## src/rtl/decoder_pkg.sv

```systemverilog
// Shared widths and the one-hot word type for the 3-to-8 decoder slice.
package decoder_pkg;
    localparam int CODE_W = 3;
    localparam int OUT_W  = 8;

    typedef logic [OUT_W-1:0] onehot_t;
endpackage

```

## src/rtl/skid_fifo2.sv

```systemverilog
// Generic 2-entry valid/ready FIFO; ready and valid derive only from registered occupancy.
module skid_fifo2 #(
    parameter int OUT_W = 8
) (
    input  logic             i_clk,
    input  logic             i_rst_n,
    input  logic             i_push_valid,
    output logic             o_push_ready,
    input  logic [OUT_W-1:0] i_push_data,
    output logic             o_pop_valid,
    input  logic             i_pop_ready,
    output logic [OUT_W-1:0] o_pop_data
);
    logic [OUT_W-1:0] r_mem [2];
    logic             r_rd_ptr;
    logic             r_wr_ptr;
    logic [1:0]       r_count;
    logic             w_push;
    logic             w_pop;

    assign o_push_ready = (r_count != 2'd2);
    assign o_pop_valid  = (r_count != 2'd0);
    // Empty FIFO presents zero so stale entries never leak downstream.
    assign o_pop_data   = o_pop_valid ? r_mem[r_rd_ptr] : '0;
    assign w_push       = i_push_valid & o_push_ready;
    assign w_pop        = o_pop_valid & i_pop_ready;

    always_ff @(posedge i_clk or negedge i_rst_n) begin
        if (!i_rst_n) begin
            r_mem[0] <= '0;
            r_mem[1] <= '0;
            r_rd_ptr <= 1'b0;
            r_wr_ptr <= 1'b0;
            r_count  <= 2'd0;
        end else begin
            if (w_push) begin
                r_mem[r_wr_ptr] <= i_push_data;
                r_wr_ptr        <= ~r_wr_ptr;
            end
            if (w_pop) begin
                r_rd_ptr <= ~r_rd_ptr;
            end
            case ({w_push, w_pop})
                2'b10:   r_count <= r_count + 2'd1;
                2'b01:   r_count <= r_count - 2'd1;
                default: r_count <= r_count;
            endcase
        end
    end
endmodule

```

## src/rtl/decoder3x8_hs.sv

```systemverilog
// Registered 3-to-8 one-hot decoder with valid/ready on both sides and a
// saturating count of delivered words. Code and output widths come from decoder_pkg.
module decoder3x8_hs
    import decoder_pkg::*;
#(
    parameter int CNT_W = 8
) (
    input  logic              clk_in,
    input  logic              rst_n_in,
    input  logic [CODE_W-1:0] code_in,
    input  logic              en_in,
    input  logic              in_valid_in,
    output logic              in_ready_out,
    output logic [OUT_W-1:0]  onehot_out,
    output logic              out_valid_out,
    input  logic              out_ready_in,
    output logic [CNT_W-1:0]  count_out
);
    function automatic onehot_t f_decode(input logic [CODE_W-1:0] code, input logic en);
        f_decode = en ? (onehot_t'(1) << code) : '0;
    endfunction

    onehot_t          w_word;
    logic             w_pop;
    logic [CNT_W-1:0] r_count;

    // Decode before the FIFO so the output path is purely registered.
    assign w_word = f_decode(code_in, en_in);

    skid_fifo2 #(
        .OUT_W(OUT_W)
    ) u_fifo (
        .i_clk       (clk_in),
        .i_rst_n     (rst_n_in),
        .i_push_valid(in_valid_in),
        .o_push_ready(in_ready_out),
        .i_push_data (w_word),
        .o_pop_valid (out_valid_out),
        .i_pop_ready (out_ready_in),
        .o_pop_data  (onehot_out)
    );

    assign w_pop = out_valid_out & out_ready_in;

    always_ff @(posedge clk_in or negedge rst_n_in) begin
        if (!rst_n_in) begin
            r_count <= '0;
        end else if (w_pop && (r_count != {CNT_W{1'b1}})) begin
            r_count <= r_count + CNT_W'(1);
        end
    end

    assign count_out = r_count;
endmodule

```

## config.mk

```make
export PLATFORM = sky130hd
export DESIGN_NAME = decoder3x8_hs
export DESIGN_NICKNAME = d
export VERILOG_FILES = /design/src/rtl/decoder_pkg.sv /design/src/rtl/skid_fifo2.sv /design/src/rtl/decoder3x8_hs.sv
export SDC_FILE = /design/constraint.sdc
export NUM_CORES = 1
export LEC_CHECK = 0
export CORE_MARGIN = 10
export CORE_UTILIZATION = 39
export CTS_CLUSTER_SIZE = 14
export DETAILED_ROUTE_END_ITERATION = 12
export PLACE_DENSITY = 0.6
export SETUP_SLACK_MARGIN = 0.2
export SYNTH_ARGS = -nofsm -noshare
export SYNTH_HDL_FRONTEND = slang
export SYNTH_SLANG_ARGS = --single-unit
```

## constraint.sdc

```tcl
create_clock -name clk_in -period 4.1 [get_ports clk_in]
set_clock_uncertainty 0.05 [all_clocks]
set_input_delay 0.41 -clock clk_in [delete_from_list [all_inputs] [get_ports clk_in]]
set_output_delay 0.41 -clock clk_in [all_outputs]
set_load 0.005 [all_outputs]
```

---- Yosys cells after proc, flatten, opt, wreduce, memory -nomap -nowiden ----
Index checks and enable logic that the tools add are counted.
cells by class
  mux-type cells .......................... 9
  eq/ne operators ......................... 4
  bitwise operators ....................... 6
  magnitude comparators ................... 3
  add/sub/neg operators ................... 3
  reductions and logical operators ........ 4
  shifts and indexed selects .............. 1
operator list
  cell                                                        number
  two-way mux 8 bit                                           6
  bitwise mux 16 bit                                          1
  adder 8 x 1 -> 8 bit, second input constant                 1
  demux 8 bit (select 1 bit)                                  1
  != test 8 bit, second input constant                        1
  left shift 1 x 3 -> 8 bit, first input constant             1
  >= comparator 2 bit, second input constant                  2
  inverter 1 -> 2 bit                                         2
  one-hot mux 2 bit (2 select lines)                          1
  nonzero test 2 bit                                          2
  adder 2 x 1 -> 2 bit, second input constant                 1
  bitwise AND 1 bit                                           2
  equality test 2 x 1 -> 1 bit, second input constant         1
  equality test 2 bit, second input constant                  1
  logical AND 1 bit                                           2
  less-than comparator 2 x 1 -> 1 bit, second input constant  1
  != test 2 bit, second input constant                        1
  inverter 1 bit                                              2
  subtractor 2 x 1 -> 2 bit, second input constant            1
storage, ports and cells
  register bits after elaboration ......... 28
  output and inout bits ................... 18
  input port bits ......................... 8
  word-level logic and storage cells ...... 36

---- Logic depth before layout (Yosys ltp) ----
  depth after elaboration ................. 6
  depth in mapped cells ................... 7
  gate-level depth less buffers ........... 6

---- Hierarchy ----
A second synthesis with hierarchy kept.
unflattened totals
  cell total of the unflattened synthesis .. 119
  area, all modules ....................... 1,451.4 µm²
by module, submodules not included
  module         seq. area each (µm²)  times used  area each (µm²)  cells each
  skid_fifo2     500.5                 1           992.2            69
  decoder3x8_hs  200.2                 1           459.2            50

---- Least setup slack after synthesis ----
Ideal clock, no wire load.
  kind .................................... reg-to-reg
  start point ............................. register u_fifo.r_count[0]
  end point ............................... register u_fifo.r_count[1]
  slack ................................... 2,536 ps
  data arrival time ....................... 1,434 ps
  setup time .............................. 79 ps
  buffers on the path ..................... 1
  cell stages (with the launch flop) ...... 7
  required time ........................... 3,971 ps
  clock period less this slack ............ 1,564 ps
  path through ............................ dfrtp_1 -> buf_6 -> o21ai_2 -> inv_1 -> ha_1 -> nor2_1 -> xor2_1
on the way
  word-level cells in the longest chain between the ends .. 4
  elaborated cells between the ends (all ways) .. 10
  those cells by class .................... add/sub (2); eq/ne (3); mux (1); bitwise (2); reduce/logical (2)
ends and longest elaborated chain
  element                                                                          RTL line          RTL
  from (decl)                                                                      skid_fifo2.sv:17  logic [1:0] r_count;
  from (signal assigned)                                                           skid_fifo2.sv:44  2'b10: r_count <= r_count + 2'd1;
  from (signal assigned)                                                           skid_fifo2.sv:45  2'b01: r_count <= r_count - 2'd1;
  from (signal assigned)                                                           skid_fifo2.sv:46  default: r_count <= r_count;
  nonzero test 2 bit *                                                             skid_fifo2.sv:22  assign o_pop_valid = (r_count != 2'd0);
  bitwise AND 1 bit *                                                              skid_fifo2.sv:26  assign w_pop = o_pop_valid & i_pop_ready;
  via u_fifo.w_pop                                                                 skid_fifo2.sv:19  logic w_pop;
  equality test 2 x 1 -> 1 bit / equality test 2 bit (equally long branches)       skid_fifo2.sv:43  case ({w_push, w_pop})
  one-hot mux 2 bit (2 select lines) / nonzero test 2 bit (equally long branches)  --
The timed path passes the listed nets; every way through them passes the cells marked *.
A chain may end at the register's enable or synchronous reset.

---- Worst setup path in the final report ----
  start point ............................. register u_fifo.r_count[0]
  end point ............................... output port onehot_out[5]
on the way
  word-level cells in the longest chain between the ends .. 2
ends and longest elaborated chain
  element             RTL line             RTL
  nonzero test 2 bit  skid_fifo2.sv:22
  two-way mux 8 bit   skid_fifo2.sv:24     assign o_pop_data = o_pop_valid ? r_mem[r_rd_ptr] : '0;
  to (decl)           decoder3x8_hs.sv:14  output logic [OUT_W-1:0] onehot_out,
No other way between the ends.

==> results.yml <==
timing:
  setup_tns_ps: 0
  worst_pin_slew_ps: 999
  fin_crit_sh_pct: 59.2
  maxSlewViolCount: 0
  hold_viol: 0
  period_minus_slack_ps: 2430
  fmaxAchievable_mhz: 412
  rsz0062_at_grt: "false"
  timing.hold.ws_ps: 478
  slew-limit-headroom_pct: 33.2
  setup_viol: 0
route:
  dr.pass1.iters: 6
  drc: 0
  drtIter0Drc: 23
  ant_nets: 0
  routed_via_density: 4.97
  wl_per_cell_um: 14.8
  routed_wl_mm: 2.84
  via_count: 954
synth:
  synth_warnings: 0
  synthCells: 119
  syn-cell-area_um2: 1420
  ys_seq_area_share_pct: 49.3
  synth_nets: 129
  ys_ff_latch: 28
  ys_types: 26
  synth_area_per_cell_um2: 11.9
global_routing:
  grt_pass1_wl_mm: 4.71
  antenna_found_initial: 0
  overflow: 0
  grt_util_all_layers_pct: 9.17
  grt_max_degree: 24
  grt_pass1_vias: 990
cells_and_area:
  insertedDiodeCount: 0
  stdcell_area_um2: 1750
  drive_gt1_share_pct: 19.2
  num-nets-final: 157
  syn_to_final_growth_pct: 22.8
setup_path:
  worst-setup-path-type: "register to primary output"
  required_ps: 3640
  cpPeakStageDelay_ps: 550
  path_common_cell: "nor2_1"
  critPathLaunchType: "register"
  cp_max_fo: 9
  path_cells: "nor2_1 -> nor2_1 -> clkdlybuf4s50_1"
  end_kind: "primary output"
  arrival_ps: 1970
  r2r.worst_path.cells: 5
  crit_path_top_delay_cell: "nor2_1"
  crit_buf_inv: 1
  critPathTopFamily: "simple AND/OR/NAND/NOR gates"
  path_depth: 3
job:
  drv_cap: 0
status:
  outcome: "completed"
clock_network:
  clock_path_buffers: 2
  cts_tree: "done"
  cts_setup_buffers: 0
  cts_root_buf: "clkbuf_4"
  path_clk_slew_ps: 160
  postCtsHoldBufs: 0
  clock_latency_ps: 340
  h-tree-depth: 1
  cts_num_sinks: 28
  cts-resized-gates: 0
  cts_buffers: 3
floorplan:
  start_util_pct: 41.6
  core_um2: 3420
  die-area_um2: 6460
  die_h_um: 80.4
  std_cell_rows: 21
  fp.dieW_um: 80.4
  pin_count: 26
placement:
  gp_congestion: 0.717
  hpwl_mm: 2.10
  numPortBuffers: 25
  placed_cell_area_um2: 1710
pwr:
  power.leakage_nw: 0.802
  cellPowerDensity_nw_per_um2: 600
  peakVddDrop_uv: 389
hold_path:
  hold_depth: 1
  worst_hold_path_type: "register to register"
[placed cells by master (no fill, tap or decap)]
master,instances
dfrtp_1,28
nand2_1,7
nor3b_1,1
a211oi_1,3
inv_1,2
nor3_1,4
nor2_1,17
clkbuf_8,1
ha_1,2
mux2_4,8
and3b_1,1
clkdlybuf4s50_1,25
nand4_1,1
o21ai_2,1
a21oi_1,1
nand2b_4,1
mux2i_1,8
a21o_1,1
mux2_2,12
nand3_1,3
xnor2_1,5
nand2b_1,4
buf_4,1
nand3_2,1
and4_1,1
xor2_1,3
and3_1,1
clkbuf_4,3
[kinds of logic after synthesis]
logic type / count (synthesis) / share of synthesized area, %
simple gates: 42 / 14.9
mux: 28 / 23.6
buf+inv: 5 / 2.46
compound gates: 6 / 3.08
flops: 28 / 49.3
fa+ha+maj: 2 / 1.76
xor+xnor: 8 / 4.93
[Yosys cell counts (all sizes together)]
cell	n	share of area [%]
nand3	4	1.8
o21ai	1	0.62
ha	2	1.8
nor3	4	1.4
a211oi	3	1.6
nand2b	5	2.7
nand2	7	1.8
mux2i	8	5.6
xnor2	5	3.1
inv	2	0.53
dfrtp	28	49
nor3b	1	0.53
nand4	1	0.44
and4	1	0.62
and3b	1	0.62
a21oi	1	0.35
xor2	3	1.8
mux2	20	18
and3	1	0.44
a21o	1	0.53
nor2	17	4.5
buf	3	1.9
[worst reg2reg max path, cell delays in order (launching register included)]
cell and delay (ps):
dfrtp_1 480, o21ai_2 400, inv_1 120, ha_1 340, nor2_1 130, xor2_1 170
[sequential cells by signal (all words and copies together) (netlist names)]
register         cells
count_out            8
u_fifo.r_mem        16
u_fifo.r_wr_ptr      1
u_fifo.r_rd_ptr      1
u_fifo.r_count       2
[through the flow]
stage / cells / total power [mW] / setup WS, ps / util (%)
final: 192 / 1.05 / 1670 / 51.1
after global routing: 192 / 1.12 / 1490 / 51.1
after CTS: 192 / 1.06 / 1590 / 51.1
after detailed placement: 188 / 0.917 / 2000 / 50.0
after global placement: 188 / 0.909 / 2080 / 50.0
after floorplan: 119 / 0.738 / 2540 / -
[per-layer routing]
metal | track usage [%] | vias to the layer above | share of wire (%)
met2 | 13.8 | 19 | 45
met5 | 0 | - | 0
met4 | 4.58 | 0 | 2.0
li1 | - | 463 | -
met1 | 11.5 | 467 | 47
met3 | 2.90 | 5 | 6.2
[area by class of cell]
| class | count | area, µm² |
|---|---|---|
| Clock buffer | 4 | 36.3 |
| Fill cell | 325 | 1670 |
| Inverter | 2 | 7.51 |
| Multi-Input combinational cell | 86 | 686 |
| Sequential cell | 28 | 701 |
| Tap cell | 46 | 57.6 |
| Timing Repair Buffer | 26 | 258 |
[power by group]
group          internal (mW)  switching (mW)  total (mW)  leakage, nW
Combinational          0.264           0.173       0.437        0.415
Sequential             0.362           0.106       0.468        0.366
Clock                 0.0546          0.0880       0.143       0.0210
[worst paths after layout]
path	endpoint	slack [ps]	startpoint
setup / recovery	onehot_out[5]	1670	u_fifo.r_count[0]
hold / removal	u_fifo.r_mem[5]	480	u_fifo.r_mem[5]
setup reg to reg	u_fifo.r_count[1]	2350	u_fifo.r_count[0]
hold reg to reg	u_fifo.r_mem[5]	480	u_fifo.r_mem[5]
max in group asynchronous	count_out[6]	2790	rst_n_in
min in group asynchronous	u_fifo.r_mem[1]	540	rst_n_in
(Power assumes the default switching activity.)
